<file path="config.mk">
export PLATFORM = sky130hd
export DESIGN_NAME = instruction_assembler_writer
export DESIGN_NICKNAME = d
export VERILOG_FILES = /design/src/rtl/instruction_assembler_writer_pkg.sv /design/src/rtl/instruction_assembler_writer_packer.sv /design/src/rtl/instruction_assembler_writer.sv
export SDC_FILE = /design/constraint.sdc
export NUM_CORES = 1
export LEC_CHECK = 0
export ABC_CLOCK_PERIOD_IN_PS = 2080
export BUFFER_PORTS_ARGS = -buffer_cell sky130_fd_sc_hd__buf_2
export CORE_UTILIZATION = 40
export CTS_CLUSTER_SIZE = 28
export DETAILED_ROUTE_END_ITERATION = 7
export PLACE_DENSITY = 0.76
export SLEW_MARGIN = 20
export SYNTH_ARGS = -nofsm -noshare
export SYNTH_HDL_FRONTEND = slang
export SYNTH_SLANG_ARGS = --single-unit
</file>
<file path="constraint.sdc">
create_clock -name clk_i -period 2.08 [get_ports clk_i]
set_input_delay 0.208 -clock clk_i [delete_from_list [all_inputs] [get_ports clk_i]]
set_output_delay 0.208 -clock clk_i [all_outputs]
set_load 0.02 [all_outputs]
</file>
<file path="src/rtl/instruction_assembler_writer_pkg.sv">
// Shared definitions for the instruction assembler/writer: format codes,
// MIPS field widths and FSM state encodings.
package instruction_assembler_writer_pkg;

   localparam logic [1:0] FMT_R   = 2'b00;
   localparam logic [1:0] FMT_I   = 2'b01;
   localparam logic [1:0] FMT_J   = 2'b10;
   localparam logic [1:0] FMT_BAD = 2'b11;

   localparam int OP_W    = 6;
   localparam int REG_W   = 5;
   localparam int SHAMT_W = 5;
   localparam int FUNCT_W = 6;
   localparam int IMM_W   = 16;
   localparam int TGT_W   = 26;
   localparam int WORD_W  = 32;

   localparam logic [1:0] ST_IDLE  = 2'd0;
   localparam logic [1:0] ST_WRITE = 2'd1;
   localparam logic [1:0] ST_FULL  = 2'd2;

   typedef logic [WORD_W-1:0] word_t;

endpackage

</file>
<file path="src/rtl/instruction_assembler_writer_packer.sv">
// Combinational packer: format code plus decoded MIPS fields -> 32-bit word.
// Fields not used by the selected format are ignored; fmt=11 raises bad_o.
module instruction_assembler_writer_packer
   import instruction_assembler_writer_pkg::*;
(
   input  logic [1:0]          fmt_i,
   input  logic [OP_W-1:0]     opcode_i,
   input  logic [REG_W-1:0]    rs_i,
   input  logic [REG_W-1:0]    rt_i,
   input  logic [REG_W-1:0]    rd_i,
   input  logic [SHAMT_W-1:0]  shamt_i,
   input  logic [FUNCT_W-1:0]  funct_i,
   input  logic [IMM_W-1:0]    imm_i,
   input  logic [TGT_W-1:0]    target_i,
   output logic [WORD_W-1:0]   word_o,
   output logic                bad_o
);

   always_comb begin
      word_o = '0;
      bad_o  = 1'b0;
      case (fmt_i)
         FMT_R:   word_o = {opcode_i, rs_i, rt_i, rd_i, shamt_i, funct_i};
         FMT_I:   word_o = {opcode_i, rs_i, rt_i, imm_i};
         FMT_J:   word_o = {opcode_i, target_i};
         FMT_BAD: bad_o  = 1'b1;
         default: bad_o  = 1'b1;
      endcase
   end

endmodule

</file>
<file path="src/rtl/instruction_assembler_writer.sv">
// Packs decoded MIPS fields into instruction words and writes them to
// consecutive instruction-memory addresses until DEPTH words have been stored.
module instruction_assembler_writer
   import instruction_assembler_writer_pkg::*;
#(
   parameter int ADDR_W = 5,
   parameter int DEPTH  = 32
)
(
   input  logic                clk_i,
   input  logic                reset_i,
   input  logic                clear_i,
   input  logic                in_valid_i,
   output logic                in_ready_o,
   input  logic [1:0]          fmt_i,
   input  logic [OP_W-1:0]     opcode_i,
   input  logic [REG_W-1:0]    rs_i,
   input  logic [REG_W-1:0]    rt_i,
   input  logic [REG_W-1:0]    rd_i,
   input  logic [SHAMT_W-1:0]  shamt_i,
   input  logic [FUNCT_W-1:0]  funct_i,
   input  logic [IMM_W-1:0]    imm_i,
   input  logic [TGT_W-1:0]    target_i,
   output logic                imem_we_o,
   output logic [ADDR_W-1:0]   imem_addr_o,
   output logic [WORD_W-1:0]   imem_wdata_o,
   output logic [ADDR_W:0]     instr_count_o,
   output logic                full_o,
   output logic                fmt_err_o
);

   localparam logic [ADDR_W:0] DEPTH_C = (ADDR_W+1)'(DEPTH);
   localparam logic [ADDR_W:0] ONE_C   = (ADDR_W+1)'(1);

   logic [1:0]        state_q,   state_d;
   logic              we_q,      we_d;
   logic [ADDR_W-1:0] addr_q,    addr_d;
   word_t             wdata_q,   wdata_d;
   logic [ADDR_W:0]   count_q,   count_d;
   logic              full_q,    full_d;
   logic              fmt_err_q, fmt_err_d;

   word_t             packed_w;
   logic              bad_w;
   logic [ADDR_W:0]   count_inc_w;
   logic [ADDR_W-1:0] wr_addr_w;
   logic              last_pending_w;
   logic              accept_w;
   logic              write_w;

   instruction_assembler_writer_packer u_packer (
      .fmt_i    (fmt_i),
      .opcode_i (opcode_i),
      .rs_i     (rs_i),
      .rt_i     (rt_i),
      .rd_i     (rd_i),
      .shamt_i  (shamt_i),
      .funct_i  (funct_i),
      .imm_i    (imm_i),
      .target_i (target_i),
      .word_o   (packed_w),
      .bad_o    (bad_w)
   );

   // The count trails the write strobe by one edge, so the next free address
   // is the count plus any write currently on the bus.
   assign count_inc_w    = count_q + ONE_C;
   assign wr_addr_w      = count_q[ADDR_W-1:0] + ADDR_W'(we_q);
   assign last_pending_w = we_q && (count_inc_w == DEPTH_C);

   assign in_ready_o = !full_q && !last_pending_w && !clear_i && !reset_i;
   assign accept_w   = in_valid_i && in_ready_o;
   assign write_w    = accept_w && !bad_w;

   always_comb begin
      state_d   = state_q;
      we_d      = 1'b0;
      addr_d    = addr_q;
      wdata_d   = wdata_q;
      count_d   = we_q ? count_inc_w : count_q;
      full_d    = 1'b0;
      fmt_err_d = 1'b0;
      if (clear_i) begin
         state_d = ST_IDLE;
         addr_d  = '0;
         wdata_d = '0;
         count_d = '0;
      end else begin
         fmt_err_d = accept_w && bad_w;
         if (write_w) begin
            we_d    = 1'b1;
            addr_d  = wr_addr_w;
            wdata_d = packed_w;
         end
         full_d = (count_d == DEPTH_C);
         case (state_q)
            ST_IDLE:  state_d = write_w ? ST_WRITE : ST_IDLE;
            ST_WRITE: begin
               if (last_pending_w)  state_d = ST_FULL;
               else if (write_w)    state_d = ST_WRITE;
               else                 state_d = ST_IDLE;
            end
            ST_FULL:  state_d = ST_FULL;
            default:  state_d = ST_IDLE;
         endcase
      end
   end

   always_ff @(posedge clk_i) begin
      if (reset_i) begin
         state_q   <= ST_IDLE;
         we_q      <= 1'b0;
         addr_q    <= '0;
         wdata_q   <= '0;
         count_q   <= '0;
         full_q    <= 1'b0;
         fmt_err_q <= 1'b0;
      end else begin
         state_q   <= state_d;
         we_q      <= we_d;
         addr_q    <= addr_d;
         wdata_q   <= wdata_d;
         count_q   <= count_d;
         full_q    <= full_d;
         fmt_err_q <= fmt_err_d;
      end
   end

   assign imem_we_o     = we_q;
   assign imem_addr_o   = addr_q;
   assign imem_wdata_o  = wdata_q;
   assign instr_count_o = count_q;
   assign full_o        = full_q;
   assign fmt_err_o     = fmt_err_q;

endmodule
</file>
==> results of run 1 <==
[registers in the layout, indices dropped and copies added (netlist names)]
| register | flops |
|---|---|
| fmt_err_o | 1 |
| full_o | 1 |
| instr_count_o | 6 |
| imem_addr_o | 5 |
| imem_we_o | 1 |
| imem_wdata_o | 32 |
[per-stage QoR]
| step | setup TNS, ns | utilization, % | worst slack (ns) | hold WS [ns] | instance area (sq um) |
|---|---|---|---|---|---|
| 6_report | 0 | 57.6 | 0.0337 | 0.122 | 3230 |
| 2_1_floorplan | 0 | - | 0.0328 | 0.345 | 2370 |
| 3_5_place_dp | 0 | 54.3 | 0.0533 | 0.440 | 3050 |
| 3_3_place_gp | 0 | 54.3 | 0.140 | 0.432 | 3050 |
| 5_1_grt | -0.210 | 57.6 | -0.0363 | 0.112 | 3230 |
| 4_1_cts | 0 | 56.4 | 0.00493 | 0.116 | 3160 |
[cell usage after synthesis]
cell,number,area share (%)
mux2i_1,17,7.2
a41oi_1,1,0.37
nor3b_1,1,0.32
clkbuf_1,8,1.3
a211oi_2,11,5.8
or2_1,1,0.26
buf_6,3,1.4
buf_4,2,0.63
xnor2_1,2,0.74
ha_1,4,2.1
a2111o_1,1,0.48
nand3_1,11,2.3
nand2_2,1,0.26
nor3_1,2,0.42
nor2_1,22,3.5
nor2b_1,11,2.9
and4_1,1,0.37
and3_1,1,0.26
buf_1,4,0.63
o21ai_0,2,0.42
buf_2,11,2.3
and2_4,1,0.37
a31oi_1,1,0.26
xor2_1,7,2.6
a211oi_1,19,6.0
a2111oi_1,1,0.42
o22a_1,1,0.37
and2_1,1,0.26
a21oi_1,56,12
nand2_1,14,2.2
dfxtp_1,46,39
o21ai_1,8,1.7
or3_1,2,0.53
inv_1,1,0.16
nand4_1,1,0.26
[area by class of cell]
type | instances | area share, %
clock inverter | 2 | 1.16
sequential | 46 | 28.9
multi-input combinational | 201 | 41.1
tap | 72 | 2.79
inverter | 1 | 0.116
timing repair buffer | 143 | 23.8
clock buffer | 6 | 2.25
[power groups by stage]
stage	clock, mW	sequential (mW)	combinational, mW
final	0.667	0.903	0.291
after global routing	0.724	0.905	0.322
after CTS	0.677	0.903	0.288
after detailed placement	0	0.925	0.287
after global placement	0	0.925	0.282
after floorplan	0	0.946	0.146
[worst max-delay path: stages (launching register included)]
cell and delay, ns:
dfxtp_4 0.38, nand3_2 0.08, or3_1 0.30, a2111o_1 0.45, nor3b_4 0.17, buf_6 0.15
[timing repair]
item                       in CTS  in global routing
setup buffers                   0                  4
pin swaps                       1                  1
gates resized for setup         4                  8
setup endpoints to repair       1                  1
hold buffers                    0                  0
[cell families (layout without fill, tap and decap cells)]
| kind of cell | Yosys count | in the layout |
|---|---|---|
| AOI/OAI and AO/OA | 101 | 101 |
| xor gates and xnor gates | 9 | 9 |
| adders and majority gates | 4 | 4 |
| buffers and inverters | 29 | 152 |
| DFF | 46 | 46 |
| muxes | 17 | 17 |
| and+or+nand+nor | 70 | 70 |
[cell usage in the layout, fill, tap and decap left out, types with 2 or more instances in the layout]
cell type,instances
a211oi_1,18
or3_1,2
o21ai_1,8
a21oi_1,56
mux2i_1,17
dfxtp_2,3
buf_2,125
nor3_1,2
o21ai_0,2
xnor2_1,2
nand2_1,14
dfxtp_4,2
nand3_1,10
buf_6,2
nor2_1,22
buf_4,16
nor2b_1,10
ha_1,4
clkbuf_8,5
a211oi_2,12
dfxtp_1,41
xor2_1,7
[worst max-delay path by stage]
stage | start | end | slack, ns | cells past startpoint
finish | instr_count_o[0]$_SDFF_PP0_ | in_ready_o | 0.03 | 5
detailed placement | instr_count_o[1]$_SDFF_PP0_ | imem_wdata_o[23]$_SDFFE_PP0P_ | 0.05 | 6
global placement | instr_count_o[1]$_SDFF_PP0_ | imem_wdata_o[20]$_SDFFE_PP0P_ | 0.14 | 6
floorplan | instr_count_o[3]$_SDFF_PP0_ | imem_wdata_o[17]$_SDFFE_PP0P_ | 0.03 | 8
global route | instr_count_o[0]$_SDFF_PP0_ | in_ready_o | -0.04 | 5
CTS | instr_count_o[2]$_SDFF_PP0_ | in_ready_o | 0.005 | 6
[metal layers]
metal / GRT usage, % / part of all wire, % / vias to the layer above
li1: - / - / 1232
met1: 26.2 / 44 / 1082
met2: 38.6 / 47 / 93
met3: 5.98 / 7.6 / 10
met4: 6.91 / 1.5 / 0
met5: 0 / 0 / -
==> metrics, run 1 <==
outcome=finished clean; syn avg cell area=8.57 sq um; Die Wd=78.9 microns; unrepaired setup endpoints after global routing=true; final slew viol count=0; routability congestion estimate=0.808; Yosys Warn Count=0; mux contribution to synthesized area=7.19%; Hold Path End=imem_wdata_o[28]$_SDFFE_PP0P_; count of cell types in the netlist=35; row count=27; starting density of the core=42.2%; total of max-cap violations=0; Worst EP required=1.87 ns; actual slew at the worst max-slew pin=0.568 ns; Hold Crit Depth=3; Layout area overhead=36.5%; internal power=1.39 mW; fillcell total=522; net count after synthesis=360; main combinational cell family by area after synthesis=compound AO/OA/AOI/OAI gates; Iteration-0 DRC Markers=62; Max Freq=489 MHz; Core Region=5610 sq um; final hold violation count=0; clock skew=0.00988 ns; clk slew on worst S/H paths=0.09 ns; Post-Synth XOR/XNOR Area=3.33%; hpwl dp=4640 microns; r2r setup slk=0.05 ns; Pwr Total=1.86 mW; FF+latch count, synth=46; worst r2r dst=imem_wdata_o[4]$_SDFFE_PP0P_; Clk pwr share=35.8%; post-route minimum period=2.05 ns; placed cell count=459; crit start category=register; ANT nets after route=0; CTS H-tree lvls=2; Reg-to-Reg Start=instr_count_o[0]$_SDFF_PP0_; wire per inst=14.2 microns; Sinks on Clock Net=46; Leak=1.47 nW; Ports=127; Diodes inserted=0; Multi-input gate area=1330 sq um; final std cells w/o fill=471; largest net degree at the start of global routing=39; Max VDD drop=0.000264 V; via count=2,417; crit end category=output pin; root buf cell=clkbuf_8; Worst Path Class, Setup=reg -> out; Hold Path Class=in -> reg; Sequential Area=932 sq um; simple-gate share of the synthesized area=14.3%; Adder-Cell Fraction of Synth Area=2.12%; Setup-failing EPs final=0; DIE AREA=6230 sq um; Worst-Skew Late Latency=0.30 ns; initial antenna violation count=0; P_sw=0.475 mW; CTS tree=built; synthesized area=2370 sq um; Max Buffers Root-to-Sink=2; Remaining DRCs=0; fraction of power consumed by sequential logic=48.5%; combinational share of power=15.6%; Initial DRT Pass Iterations=4; CP max FO=5; first-pass GRT wire length=10,900 microns; P per Cell Area=576 nW/um^2; GRT overflow=0; layout cells sized above 1=43.9%; drt via density=5.13; I/O Buffers=126; Switching Share=25.5%; post-synthesis compound-gate area fraction=27.7%; GRT Total Usage=22.1%; final wirelength=6670 microns; WP data arrival=1.84 ns; Num CTS Buffers=5; beginning of the worst hold path=opcode_i[2]; Die Ht=78.9 microns; Tcrit/Tclk final=98.4%; Total Nets Final=482; Seq/Total Area, Yosys=38.9%; Reg2Reg Depth=6; Slew HR=62.0%; number of global-route vias before repair=2,373; Syn Inst Count=276
Power figures use the tool's default switching activity.
==> run 2, diff against run 1 <==
PLACE_DENSITY = 0.87   (was 0.76)
==> run 2 against run 1 <==
Against the previous run: die area unchanged; first-iteration DRC count up 89%; sequential power about the same; clock power up 21%; sequential cell count unchanged; critical path depth unchanged; wire length up 1.9%; core utilization up 1.2 points; fmax down 0.45%; final area up 2.0%; worst setup slack worse by 0.0092 ns; critical path type unchanged; highest routed layer unchanged.
==> metrics, run 2 (same netlist as run 1, synthesis figures left out) <==
Max Buffers Root-to-Sink=2; outcome=finished clean; largest net degree at the start of global routing=39; commonest non-fill, non-tap cell in the layout=buf_2; I/O Buffers=126; Die Ht=78.9 microns; combinational share of power=14.5%; hpwl dp=4790 microns; Max VDD drop=0.000283 V; crit end category=output pin; Core Util, Final=58.8%; Clk pwr share=40.4%; Iteration-0 DRC Markers=117; row count=27; post-route minimum period=2.06 ns; worst path bufs/invs=1; clock skew=0.0110 ns; GRT overflow=0; final hold violation count=0; starting density of the core=42.2%; Diodes inserted=0; Slew HR=65.7%; Tcrit/Tclk final=98.8%; Remaining DRCs=0; root buf cell=clkbuf_8; Num CTS Buffers=5; Die Wd=78.9 microns; unrepaired setup endpoints after global routing=true; Layout area overhead=39.3%; most frequent cells in the layout=buf_2 (125), a21oi_1 (56), dfxtp_1 (41), nor2_1 (22), a211oi_1 (19); CTS tree=built; Max Freq=486 MHz; Multi-input gate area=1360 sq um; Critical-path top delay cell=a2111o_1; # hold bufs at CTS=0; CP max FO=5; number of global-route vias before repair=2,371; fillcell total=505; Worst-Skew Late Latency=0.30 ns; drt via density=5.28; fin area=3300 sq um; actual slew at the worst max-slew pin=0.512 ns; critical path's top delay family=simple AND/OR/NAND/NOR gates; Pwr Total=2.00 mW; wire per inst=14.4 microns; fraction of power consumed by sequential logic=45.1%; final slew viol count=0; clk slew on worst S/H paths=0.09 ns; WP data arrival=1.85 ns; initial antenna violation count=0; DP Area=3060 sq um; WHS=0.131 ns; P_sw=0.464 mW; final wirelength=6800 microns; via count=2,493; Hold Path Class=in -> reg; Sequential Area=932 sq um; Total Nets Final=483; r2r setup slk=0.14 ns; ANT nets after route=0; Leak=1.51 nW; Initial DRT Pass Iterations=4; Worst EP required=1.87 ns; max reg flops=32; DIE AREA=6230 sq um; final setup TNS=0 ns; total of max-cap violations=0; Max stage delay on crit path=0.44 ns; layout cells sized above 1=44.3%; Setup-failing EPs final=0; Ports=127; Core Region=5610 sq um; internal power=1.54 mW; first-pass GRT wire length=10,600 microns; Worst Path Class, Setup=reg -> out; GRT Total Usage=21.7%; crit start category=register; crit-path cells=nand2_4, or3_1, a2111o_1, nor3b_4, buf_6; Sinks on Clock Net=46; routability congestion estimate=0.811; P per Cell Area=608 nW/um^2; CTS H-tree lvls=2; Switching Share=23.2%
## run 2: cell count changes in the layout (fill, tap and decap cells not counted), sizes merged
cell,previous run,this run
clkinvlp,1,0
and2,2,3
bufinv,1,2
## run 2: path summary, 6_finish.rpt
check | start | endpoint | cells past startpoint
min | opcode_i[1] | imem_wdata_o[27]$_SDFFE_PP0P_ | 3
max reg2reg | instr_count_o[2]$_SDFF_PP0_ | imem_wdata_o[17]$_SDFFE_PP0P_ | 7
max | instr_count_o[2]$_SDFF_PP0_ | in_ready_o | 5
min reg2reg | imem_wdata_o[26]$_SDFFE_PP0P_ | imem_wdata_o[26]$_SDFFE_PP0P_ | 2
## run 2: repair_timing
item                       CTS  global route
gates cloned                 0             1
setup endpoints to repair    1            24
buffers inserted             1             1
pin swaps                    2             1
resized for setup           13             4
## run 2: tightest hold or removal path, stage by stage
cell and delay, ns:
buf_2 0.08, nand3_1 0.05, o21ai_1 0.06
## run 2: cell type report
cell class / instances / area share, %
Clock buffer: 6 / 2.51
Clock inverter: 2 / 1.82
Inverter: 1 / 0.114
Multi-Input combinational cell: 202 / 41.1
Sequential cell: 46 / 28.3
Tap cell: 72 / 2.73
Timing Repair Buffer: 143 / 23.4
## run 2: layer usage
layer | up-vias | GRT usage (%) | wire length (microns)
met5 | - | 0 | 0
met4 | 0 | 8.73 | 155
met3 | 16 | 5.17 | 477
met2 | 110 | 39.0 | 3320
met1 | 1136 | 24.5 | 2850
li1 | 1231 | - | -
## run 2: per-stage QoR
stage	setup WS (ns)	cells
after global placement	0.196	461
after global routing	-0.0341	472
after floorplan	0.0328	276
final	0.0245	472
after CTS	0.00432	470
after detailed placement	0.0900	461
## run 2: power by group through the flow
| stage | clock network [mW] | logic [mW] | registers, mW |
|---|---|---|---|
| after floorplan | 0 | 0.146 | 0.946 |
| after global placement | 0 | 0.279 | 0.925 |
| after detailed placement | 0 | 0.287 | 0.925 |
| after CTS | 0.830 | 0.290 | 0.903 |
| after global routing | 0.867 | 0.320 | 0.905 |
| final | 0.810 | 0.291 | 0.903 |
